## config.mk

```make
export PLATFORM = sky130hd
export DESIGN_NAME = leds_frame_serializer
export DESIGN_NICKNAME = d
export VERILOG_FILES = /design/src/rtl/leds_frame_serializer.sv
export SDC_FILE = /design/constraint.sdc
export NUM_CORES = 1
export LEC_CHECK = 0
export BUFFER_PORTS_ARGS = -buffer_cell sky130_fd_sc_hd__buf_2
export CAP_MARGIN = 20
export CORE_ASPECT_RATIO = 1.4
export CORE_MARGIN = 3
export CORE_UTILIZATION = 30
export DETAILED_ROUTE_END_ITERATION = 8
export HOLD_SLACK_MARGIN = 0.02
export SLEW_MARGIN = 15
export SYNTH_ARGS = -nofsm -noshare
export SYNTH_HDL_FRONTEND = slang
export SYNTH_SLANG_ARGS = --single-unit
```

## constraint.sdc

```tcl
create_clock -name clk -period 3.74 [get_ports clk]
set_input_delay 0.374 -clock clk [delete_from_list [all_inputs] [get_ports clk]]
set_output_delay 0.374 -clock clk [all_outputs]
set_load 0.05 [all_outputs]
```

## src/rtl/leds_frame_serializer.sv

```systemverilog
// WS2812 frame serializer: fetches GRB pixels over a req/valid handshake and drives the LED line.
// Optional macro LEDS_UNDERRUN_DETECT_EN enables the sticky underrun flag.
module leds_frame_serializer #(
   parameter int NUM_LEDS  = 110,
   parameter int BIT_CLK   = 63,
   parameter int T0H_CLK   = 20,
   parameter int T1H_CLK   = 40,
   parameter int LATCH_CLK = 3000
) (
   input  logic        clk,
   input  logic        force_reset,
   input  logic        update_frame,
   output logic        busy,
   output logic        pix_req,
   output logic [6:0]  pix_idx,
   input  logic        pix_valid,
   input  logic [23:0] pix_data,
   output logic        leds_line,
   output logic        frame_done,
   output logic        underrun
);

   localparam int SW = (BIT_CLK > 1) ? $clog2(BIT_CLK) : 1;
   localparam int LW = (LATCH_CLK > 1) ? $clog2(LATCH_CLK) : 1;

   localparam logic [SW-1:0] SLOT_LAST  = SW'(BIT_CLK - 1);
   localparam logic [SW:0]   T0H_V      = (SW+1)'(T0H_CLK);
   localparam logic [SW:0]   T1H_V      = (SW+1)'(T1H_CLK);
   localparam logic [LW-1:0] LATCH_LAST = LW'(LATCH_CLK - 1);
   localparam logic [6:0]    LAST_IDX   = 7'(NUM_LEDS - 1);

   typedef enum logic [1:0] {IDLE, FETCH, SEND, LATCH} state_t;

   state_t        state_q, state_d;
   logic [SW-1:0] slot_q, slot_d;
   logic [4:0]    bit_q, bit_d;
   logic [23:0]   shift_q, shift_d;
   logic [23:0]   hold_q, hold_d;
   logic          hold_full_q, hold_full_d;
   logic          req_out_q, req_out_d;
   logic          last_q, last_d;
   logic [6:0]    idx_q, idx_d;
   logic          req_q, req_d;
   logic          line_q, line_d;
   logic          done_q, done_d;
   logic          busy_q, busy_d;
   logic          pending_q, pending_d;
   logic [LW-1:0] latch_q, latch_d;
   logic          take_valid;
   logic          load_en;
   logic [23:0]   load_data;
`ifdef LEDS_UNDERRUN_DETECT_EN
   logic          underrun_q, underrun_d;
`endif

   always_ff @(posedge clk or posedge force_reset) begin
      if (force_reset) begin
         state_q     <= IDLE;
         slot_q      <= '0;
         bit_q       <= '0;
         shift_q     <= '0;
         hold_q      <= '0;
         hold_full_q <= 1'b0;
         req_out_q   <= 1'b0;
         last_q      <= 1'b0;
         idx_q       <= '0;
         req_q       <= 1'b0;
         line_q      <= 1'b0;
         done_q      <= 1'b0;
         busy_q      <= 1'b0;
         pending_q   <= 1'b0;
         latch_q     <= '0;
`ifdef LEDS_UNDERRUN_DETECT_EN
         underrun_q  <= 1'b0;
`endif
      end else begin
         state_q     <= state_d;
         slot_q      <= slot_d;
         bit_q       <= bit_d;
         shift_q     <= shift_d;
         hold_q      <= hold_d;
         hold_full_q <= hold_full_d;
         req_out_q   <= req_out_d;
         last_q      <= last_d;
         idx_q       <= idx_d;
         req_q       <= req_d;
         line_q      <= line_d;
         done_q      <= done_d;
         busy_q      <= busy_d;
         pending_q   <= pending_d;
         latch_q     <= latch_d;
`ifdef LEDS_UNDERRUN_DETECT_EN
         underrun_q  <= underrun_d;
`endif
      end
   end

   always_comb begin
      state_d     = state_q;
      slot_d      = slot_q;
      bit_d       = bit_q;
      shift_d     = shift_q;
      hold_d      = hold_q;
      hold_full_d = hold_full_q;
      req_out_d   = req_out_q;
      last_d      = last_q;
      idx_d       = idx_q;
      req_d       = 1'b0;
      done_d      = 1'b0;
      pending_d   = pending_q;
      latch_d     = latch_q;
      load_en     = 1'b0;
      load_data   = pix_data;
`ifdef LEDS_UNDERRUN_DETECT_EN
      underrun_d  = underrun_q;
`endif
      // A response only counts while a request is outstanding; strays are dropped.
      take_valid  = pix_valid && req_out_q;

      if (update_frame && (state_q != IDLE))
         pending_d = 1'b1;

      case (state_q)
         IDLE: begin
            if (update_frame) begin
               state_d   = FETCH;
               idx_d     = '0;
               req_d     = 1'b1;
               req_out_d = 1'b1;
            end
         end
         FETCH: begin
            if (take_valid) begin
               load_en   = 1'b1;
               load_data = pix_data;
               req_out_d = 1'b0;
            end
         end
         SEND: begin
            if (take_valid) begin
               hold_d      = pix_data;
               hold_full_d = 1'b1;
               req_out_d   = 1'b0;
            end
            if (slot_q == SLOT_LAST) begin
               slot_d = '0;
               if (bit_q != 5'd0) begin
                  bit_d   = bit_q - 5'd1;
                  shift_d = {shift_q[22:0], 1'b0};
               end else if (last_q) begin
                  state_d = LATCH;
                  latch_d = '0;
               end else if (hold_full_q) begin
                  load_en     = 1'b1;
                  load_data   = hold_q;
                  hold_full_d = 1'b0;
               end else if (take_valid) begin
                  // Response landing on the final slot bypasses the holding register.
                  load_en     = 1'b1;
                  load_data   = pix_data;
                  hold_full_d = 1'b0;
               end else begin
                  state_d = FETCH;
`ifdef LEDS_UNDERRUN_DETECT_EN
                  underrun_d = 1'b1;
`endif
               end
            end else begin
               slot_d = slot_q + SW'(1);
            end
         end
         LATCH: begin
            if (latch_q == LATCH_LAST) begin
               done_d = 1'b1;
               if (pending_q || update_frame) begin
                  state_d   = FETCH;
                  idx_d     = '0;
                  req_d     = 1'b1;
                  req_out_d = 1'b1;
                  pending_d = 1'b0;
               end else begin
                  state_d = IDLE;
               end
            end else begin
               latch_d = latch_q + LW'(1);
            end
         end
         default: state_d = IDLE;
      endcase

      // The pixel being loaded is always the one last requested (idx_q).
      if (load_en) begin
         state_d = SEND;
         shift_d = load_data;
         bit_d   = 5'd23;
         slot_d  = '0;
         last_d  = (idx_q == LAST_IDX);
         if (idx_q != LAST_IDX) begin
            idx_d     = idx_q + 7'd1;
            req_d     = 1'b1;
            req_out_d = 1'b1;
         end
      end

      busy_d = (state_d != IDLE);
      line_d = (state_d == SEND) &&
               ({1'b0, slot_d} < (shift_d[23] ? T1H_V : T0H_V));
   end

   assign busy       = busy_q;
   assign pix_req    = req_q;
   assign pix_idx    = idx_q;
   assign leds_line  = line_q;
   assign frame_done = done_q;
`ifdef LEDS_UNDERRUN_DETECT_EN
   assign underrun   = underrun_q;
`else
   assign underrun   = 1'b0;
`endif

endmodule

```

==> summary.txt, run 1 <==
Synth Register Bits -> 88
IO Count -> 40
CTS max path bufs -> 2
initial antenna violation count -> 0
WL/cell -> 14.31 um
max cap viols -> 0
worst hold path class -> input pin to asynchronous set/reset pin
startpoint types -> register
RSZ-0062 raised after global routing -> no
Fin Clk Skew -> 10.51 ps
relative slew slack -> 47.84%
Crit-path slowest cell -> dfrtp_1
final core occ -> 35.35%
status -> complete, no violations
cell leakage power -> 2.608 nW
pre-CTS setup slack -> 501.5 ps
CTS Buf Count -> 9
Post CTS Setup Buffer Count -> 0
crit path kind -> register to register
DRC -> 0
Worst Path Required -> 3990 ps
clock root cell -> clkbuf_16
Post-synth EDFFs -> 0
part of the power in registers -> 49.4%
final HPWL from detailed placement -> 6736 um
first-pass GRT wire length -> 16530 um
setup ws final -> 427.3 ps
crit-path max FO -> 17
worst-skew pair later-pin latency -> 350 ps
Int Pwr -> 0.001506 W
Yosys cell types -> 51
starting density of the core -> 30.78%
# hold bufs at CTS -> 0
CP top delay family -> compound AO/OA/AOI/OAI gates
Post-Route WL -> 9601 um
cell mode on critical path -> ha_1
Clock Sinks -> 88
buffers added on ports -> 38
vias post-DR -> 3371
cell area power density -> 360.6 nW/um2
Final Max Tran Viols -> 0
synth top area cells -> dfrtp_1 (47%), mux2_2 (11%), mux2i_1 (5.8%), o21ai_0 (4.9%), ha_1 (4.0%)
Async SR Flop Fraction -> 100.0%
Synth Area per Inst -> 10.55 um2
top cell type's share of synthesized area -> 47.31%
clk slew on worst S/H paths -> 70 ps
fraction of layout cells with a size suffix above 1 -> 25.26%
Yosys top cell by area -> dfrtp_1
vias per cell -> 5.024
combinational share of power -> 2.5%
Sw Share -> 21.86%
GP Congestion -> 0.8048
worst vdd ir -> 0.2461 mV
ys flop type -> dfrtp_1
Final #Nets -> 517
setup TNS -> 0 ps
Post-CTS Resized -> 0
fmax -> 301.9 MHz
Cell Chain, Critical Path -> inv_1 > ha_1 > nor2b_1 > and4_1 > o21ba_2 > o21a_1 > a311oi_1 > ha_1 > a21o_1 > a21oi_1 > nor4b_2
die width -> 111.3 um
Crit Reg-Reg Startpoint -> state_q[0]$_DFF_PP0_
CP startpoint -> state_q[0]$_DFF_PP0_
Buf/Inv on CP -> 1
H-tree depth -> 3
full die area -> 17070 um2
number of diodes -> 0
synth warn -> 0
GRT Total Usage -> 11.77%
largest net degree at the start of global routing -> 59
Synth Instances -> 441
syn nets -> 484
fin crit share -> 88.57%
max incr delay on CP -> 450 ps
initial detailed-routing violation count -> 123
crit path capture type -> register
Clk pwr share -> 48.1%
DRT antenna net count -> 0
Area Overhead vs Synth -> 14.84%
min Tclk post-route -> 3313 ps
Core Footprint -> 15120 um2
power after layout -> 0.001927 W
die height -> 153.4 um
Psw -> 0.0004213 W
Overflow after GRT -> 0
Hold Vio Cnt, Final -> 0
# rows -> 53
vias in the first global route -> 3460
# setup viols final -> 0
Slew @ Worst Pin -> 779.0 ps
CTS tree -> yes
DRT Pass-1 Iters -> 4
Mapped Area -> 4654 um2
CP Data Arrival Time -> 3560 ps
post-synthesis sequential area ratio -> 47.31%
[per-layer routing]
metal / wire [um] / vias up / track usage (%)
met4: 201 / 0 / 6.145
met1: 4294 / 1632 / 14.31
met3: 302 / 14 / 1.980
met5: 0 / - / 0
li1: - / 1665 / -
met2: 4803 / 60 / 19.90
[per-stage QoR]
step	hold WS, ps	instance area, um2	instances
floorplan	437.9	4654	441
global placement	469.0	5039	655
detailed placement	491.5	5039	655
CTS	160.5	5345	671
global route	203.0	5345	671
finish	131.6	5345	671
[cell usage in the layout (no fill, tap or decap), types with 3 or more instances in the layout]
master,instances
or2_2,3
inv_1,15
buf_4,7
nand2_1,46
nor2_1,22
a311oi_1,3
ha_1,15
buf_2,38
a21o_1,5
a41oi_1,3
clkbuf_16,9
and4_1,4
xnor2_1,4
nand3_1,16
a32o_1,3
nand4_1,5
mux2_2,46
o21ai_0,46
and3_1,4
a21oi_1,12
o211ai_1,5
nor3_1,4
mux2i_1,27
and2_1,3
dfrtp_1,88
nor2b_1,3
o31ai_1,8
[power by group through the flow]
| stage | clock [W] | combinational, W | sequential (W) |
|---|---|---|---|
| final | 0.000928 | 0.0000482 | 0.000952 |
| after global routing | 0.000998 | 0.0000568 | 0.000951 |
| after CTS | 0.000959 | 0.0000507 | 0.000951 |
| after detailed placement | 0 | 0.0000505 | 0.000970 |
| after global placement | 0 | 0.0000499 | 0.000970 |
| after floorplan | 0 | 0.0000239 | 0.000970 |
[worst paths after layout]
check                           cells past startpoint                endpoint  slack (ps)
worst max-delay path                               11     leds_line$_DFF_PP0_         430
worst min-delay path                                2   slot_q[0]$_DFFE_PP0P_         130
worst max register to register                     11     leds_line$_DFF_PP0_         430
worst min register to register                      1  latch_q[9]$_DFFE_PP0P_         500
max in group asynchronous                           3  hold_q[21]$_DFFE_PP0P_        2810
min in group clk                                    2  hold_q[11]$_DFFE_PP0P_         270
[sequential cells by signal, indices dropped and copies added, names as in the netlist]
name         flops
req_out_q        1
pending_q        1
shift_q         24
leds_line        1
hold_full_q      1
busy             1
last_q           1
latch_q         12
slot_q           6
pix_idx          7
state_q          2
pix_req          1
bit_q            5
hold_q          24
frame_done       1
[Yosys cell counts (all sizes together), types with 2 or more instances]
cell	instances
a21oi	12
a31o	2
nand2b	2
a32o	3
nor2b	3
a311oi	3
buf	10
and2	3
o31ai	8
nand3	16
nor4	3
nor3	4
a31oi	2
a21o	5
inv	16
or2	3
nor2	22
xnor2	4
nand2	46
and3	4
and4	4
clkbuf	13
nor4b	3
o211ai	5
o21ai	47
nand4	6
mux2i	27
ha	15
dfrtp	88
mux2	46
a41oi	3
[layout make-up]
type                    instances  area (um2)
repair buffers                 45       242.7
clock buffers                  10       239.0
flip-flops and latches         88        2202
fillers                      1532        9774
well taps                     192       240.2
multi-input cells             314        2292
clock inverters                 6       67.56
inverters                      16       61.31
[cell families after synthesis]
family	share of synthesized area, %
other	0.08057
buffers and inverters	3.602
xor gates and xnor gates	0.7526
and+or+nand+nor	13.84
AOI/OAI and AO/OA	13.44
DFF	47.31
muxes	16.94
adders and majority gates	4.032
No activity file was read; power rests on OpenSTA's default activity.
==> inputs of run 2 (changes only) <==
- CTS_BUF_LIST: default -> sky130_fd_sc_hd__clkbuf_8
- RECOVER_POWER: default -> 25
==> summary.txt, run 2 (synthesis gave the netlist of run 1 again) <==
Hold Startpoint -> pix_data[11]
vias per cell -> 5.057
Post CTS Setup Buffer Count -> 0
failing checks -> capacitance limit, slew limit
hold slack final -> 244.8 ps
buffers added on ports -> 38
WL/cell -> 14.19 um
Core Footprint -> 15120 um2
min Tclk post-route -> 3275 ps
starting density of the core -> 30.78%
CTS max path bufs -> 2
vias post-DR -> 3393
number of diodes -> 0
relative slew slack -> -32.83%
Fin Clk Skew -> 9.021 ps
Worst Path Required -> 4030 ps
CTS tree -> yes
fmax -> 305.3 MHz
# hold bufs at CTS -> 0
commonest non-fill, non-tap cells in the layout -> dfrtp_1 (88), nand2_1 (46), mux2_2 (46), o21ai_0 (46), buf_2 (38)
CP startpoint -> state_q[0]$_DFF_PP0_
Area Overhead vs Synth -> 12.58%
fraction of layout cells with a size suffix above 1 -> 25.05%
Clock Sinks -> 88
worst-skew pair later-pin latency -> 370 ps
die width -> 111.3 um
worst hold path class -> input pin to register
top flop regs -> hold_q: 24 flops, shift_q: 24 flops, latch_q: 12 flops
H-tree depth -> 3
most common cell after layout, fill and taps aside -> dfrtp_1
GRT Total Usage -> 11.67%
CP Data Arrival Time -> 3560 ps
DRT antenna net count -> 0
final HPWL from detailed placement -> 6736 um
crit path kind -> register to register
startpoint types -> register
initial antenna violation count -> 0
die height -> 153.4 um
RSZ-0062 raised after global routing -> no
Post-Route WL -> 9523 um
crit-path max FO -> 17
DRC -> 0
clk slew on worst S/H paths -> 90 ps
Layout fillers -> 1538
GP Congestion -> 0.8048
crit path capture type -> register
initial detailed-routing violation count -> 140
# rows -> 53
# setup viols final -> 0
IO Count -> 40
worst vdd ir -> 0.2845 mV
full die area -> 17070 um2
status -> finished, violations left
cell area power density -> 322.4 nW/um2
CTS Buf Count -> 9
DRT Pass-1 Iters -> 4
clock root cell -> clkbuf_8
Overflow after GRT -> 0
Final Max Tran Viols -> 46
vias in the first global route -> 3453
cell leakage power -> 2.554 nW
Crit Reg-Reg Startpoint -> state_q[0]$_DFF_PP0_
setup TNS -> 0 ps
fin crit share -> 87.57%
first-pass GRT wire length -> 16410 um
max cap viols -> 1
largest net degree at the start of global routing -> 59
final core occ -> 34.66%
Slew @ Worst Pin -> 1982 ps
Hold Vio Cnt, Final -> 0
Post-CTS Resized -> 0
Final #Nets -> 517
run 2: cell count changes in the layout (fill, tap and decap cells not counted), sizes merged:
cell      change
clkinv        -1
clkinvlp      +1
clkbuf        +1
buf           -1
run 2: power by group:
part / switching [W] / internal (W)
logic: 0.0000317 / 0.0000161
clock network: 0.000362 / 0.000329
registers: 0.0000000000000000000504 / 0.000951
run 2: layout make-up:
| cell class | instances | area, um2 | share of cell area, % |
|---|---|---|---|
| Timing Repair Buffer | 45 | 239.0 | 4.561 |
| Sequential cell | 88 | 2202 | 42.02 |
| Inverter | 16 | 61.31 | 1.170 |
| Multi-Input combinational cell | 314 | 2292 | 43.74 |
| Clock buffer | 10 | 137.6 | 2.627 |
| Clock inverter | 6 | 67.56 | 1.289 |
| Tap cell | 192 | 240.2 | 4.585 |
run 2: per-stage QoR:
stage | power [W] | setup slack (ps) | area (um2) | cells
floorplan | 0.0009935 | 967.8 | 4654 | 441
global placement | 0.001019 | 686.8 | 5039 | 655
detailed placement | 0.001020 | 501.5 | 5039 | 655
CTS | 0.001723 | 478.8 | 5244 | 671
global route | 0.001769 | 221.0 | 5240 | 671
finish | 0.001690 | 465.0 | 5240 | 671
run 2: path summary, 6_finish.rpt:
check,endpoint,slack [ps],cells past startpoint
setup / recovery,leds_line$_DFF_PP0_,470,11
hold reg to reg,latch_q[9]$_DFFE_PP0P_,500,1
hold / removal,hold_q[11]$_DFFE_PP0P_,240,2
setup reg to reg,leds_line$_DFF_PP0_,470,11
min in group asynchronous,slot_q[0]$_DFFE_PP0P_,490,2
max in group asynchronous,latch_q[6]$_DFFE_PP0P_,1490,3
run 2: metal layers:
| layer | track usage, % | vias to the layer above | share of wire [%] |
|---|---|---|---|
| li1 | - | 1660 | - |
| met1 | 14.12 | 1643 | 44 |
| met2 | 19.79 | 73 | 50 |
| met3 | 2.455 | 17 | 3.8 |
| met4 | 5.449 | 0 | 2.3 |
| met5 | 0 | - | 0 |
run 2: worst max-delay path: stages (launching register included):
cell	delay, ps
dfrtp_1	450
inv_1	100
ha_1	400
nor2b_1	230
and4_1	230
o21ba_2	240
o21a_1	310
a311oi_1	380
ha_1	320
a21o_1	180
a21oi_1	140
nor4b_2	190
==> inputs of run 3 (changes only) <==
- ABC_AREA: default -> 1
==> summary.txt, run 3 <==
status -> finished, violations left
failing checks -> capacitance limit
min Tclk post-route -> 2898 ps
Post-Route WL -> 9888 um
most common cell after layout, fill and taps aside -> nand2_1
worst vdd ir -> 0.2333 mV
cell leakage power -> 2.664 nW
relative slew slack -> 1.891%
top flop regs -> hold_q: 24 flops, shift_q: 24 flops, latch_q: 12 flops
synth warn -> 0
fmax -> 345.0 MHz
initial detailed-routing violation count -> 203
Area Overhead vs Synth -> 12.14%
Final #Nets -> 669
RSZ-0062 raised after global routing -> no
CTS tree -> yes
Worst Path Required -> 4040 ps
vias per cell -> 4.699
fin crit share -> 77.50%
die width -> 112.6 um
setup TNS -> 0 ps
setup ws final -> 841.6 ps
vias in the first global route -> 3842
clock root cell -> clkbuf_8
DRT antenna net count -> 0
Hold Path End -> hold_q[1]$_DFFE_PP0P_
CTS Buf Count -> 9
Register-to-Register Path Depth -> 15
crit path capture type -> register
final HPWL from detailed placement -> 7090 um
Post-synth EDFFs -> 0
die height -> 155.2 um
post-synthesis sequential area ratio -> 46.16%
Mapped Area -> 4771 um2
H-tree depth -> 3
Fin Clk Skew -> 8.877 ps
clk slew on worst S/H paths -> 90 ps
synth cell count leaders -> nand2_1 (118), dfrtp_1 (88), nand3_1 (81)
Crit Reg-Reg Startpoint -> state_q[0]$_DFF_PP0_
ys flop type -> dfrtp_1
Post CTS Setup Buffer Count -> 0
Slew @ Worst Pin -> 1464 ps
pre-CTS setup slack -> 803.6 ps
GP Congestion -> 0.8211
IO Count -> 40
Yosys top cell by area -> dfrtp_1
Layout Cell Area excl Fill -> 5350 um2
worst hold path class -> input pin to register
buffers added on ports -> 38
commonest non-fill, non-tap cells in the layout -> nand2_1 (118), dfrtp_1 (88), nand3_1 (81)
startpoint types -> register
crit path kind -> register to register
DRT Pass-1 Iters -> 4
worst-skew pair later-pin latency -> 370 ps
Worst R2R Setup Slack -> 840 ps
Overflow after GRT -> 0
Synth Area per Inst -> 8.032 um2
Core Footprint -> 15320 um2
Async SR Flop Fraction -> 100.0%
crit-path max FO -> 13
Yosys cell types -> 41
full die area -> 17470 um2
max cap viols -> 1
fraction of layout cells with a size suffix above 1 -> 13.15%
WL/cell -> 12.01 um
DRC -> 0
synth top area cells -> dfrtp_1 (46%), nand2_1 (9.3%), nand3_1 (8.5%), inv_1 (5.5%), o21ai_0 (4.9%)
Hold Startpoint -> pix_data[1]
vias post-DR -> 3867
largest net degree at the start of global routing -> 49
Final Max Tran Viols -> 0
CP Data Arrival Time -> 3200 ps
# setup viols final -> 0
Clock Sinks -> 88
hold path depth -> 3
first-pass GRT wire length -> 17600 um
top cell type's share of synthesized area -> 46.16%
Hold Vio Cnt, Final -> 0
most instantiated library cell after synthesis -> nand2_1
Synth Register Bits -> 88
FF-to-FF End -> leds_line$_DFF_PP0_
CTS max path bufs -> 2
# hold bufs at CTS -> 0
initial antenna violation count -> 0
GRT Total Usage -> 12.18%
number of diodes -> 0
starting density of the core -> 31.14%
Post-CTS Resized -> 0
Synth Instances -> 594
Placed Area -> 5122 um2
syn nets -> 637
# rows -> 53
cell area power density -> 328.5 nW/um2
-- run 3: cell count changes after synthesis, sizes merged, moves of 6 or more --
cell,previous run,this run
a21oi,12,32
buf,10,17
inv,16,71
mux2,46,1
mux2i,27,0
nand2,46,126
nand3,16,82
nor2,22,44
nor3,4,11
o211ai,5,11
o21ai,47,54
-- run 3: worst max-delay path, cell delays in order (launching register included) --
cell      delay [ps]
dfrtp_1          450
inv_1            100
ha_1             310
inv_2            110
nor3_4           180
buf_4            200
nand2_4           70
a21oi_4          350
nand2_2          110
nand2_1          120
inv_1             70
ha_1             280
a21oi_1          140
a21boi_1         160
nand2_1           70
a21oi_2          100
-- run 3: cell type report --
cell class | count | area (um2)
fill | 1598 | 9968
sequential | 88 | 2202
multi-input combinational | 408 | 2150
inverter | 72 | 272.8
timing repair buffer | 47 | 254.0
tap | 192 | 240.2
clock buffer | 11 | 151.4
clock inverter | 5 | 80.08
-- run 3: metrics by stage --
| step | power, W | cells | util [%] | hold slack, ps |
|---|---|---|---|---|
| final | 0.001758 | 823 | 34.93 | 262.9 |
| after global routing | 0.001836 | 823 | 34.93 | 266.7 |
| after CTS | 0.001795 | 823 | 34.95 | 38.38 |
| after detailed placement | 0.001026 | 807 | 33.44 | 459.2 |
| after global placement | 0.001027 | 807 | 33.44 | 456.4 |
| after floorplan | 0.0009992 | 594 | - | 447.9 |
-- run 3: how the worst max path moves through the flow --
stage,start,end,slack [ps],cells past startpoint
detailed placement,state_q[0]$_DFF_PP0_,leds_line$_DFF_PP0_,800,15
global placement,state_q[0]$_DFF_PP0_,leds_line$_DFF_PP0_,870,15
floorplan,force_reset,bit_q[0]$_DFFE_PP0P_,1090,1
global route,state_q[0]$_DFF_PP0_,leds_line$_DFF_PP0_,550,15
finish,state_q[0]$_DFF_PP0_,leds_line$_DFF_PP0_,840,15
CTS,state_q[0]$_DFF_PP0_,leds_line$_DFF_PP0_,780,15
-- run 3: logic make-up after synthesis --
group	count (synthesis)	share of synthesized area [%]
AOI/OAI and AO/OA	106	12.64
and+or+nand+nor	279	27.07
muxes	1	0.2360
DFF	88	46.16
xor gates and xnor gates	6	1.101
adders and majority gates	15	3.934
other	1	0.07860
buffers and inverters	98	8.785
-- run 3: where the power goes --
part,leakage [nW],internal [W],switching [W]
clock,0.117,0.000412,0.000342
sequential,1.08,0.000950,0.0000000000000000000323
combinational,1.46,0.0000173,0.0000366
-- run 3: layer usage --
layer / share of wire [%] / track usage, % / routed length, um
met5: 0 / 0 / 0
met2: 48 / 19.97 / 4752
met3: 2.7 / 1.790 / 269
met4: 2.5 / 5.842 / 251
met1: 47 / 15.71 / 4614
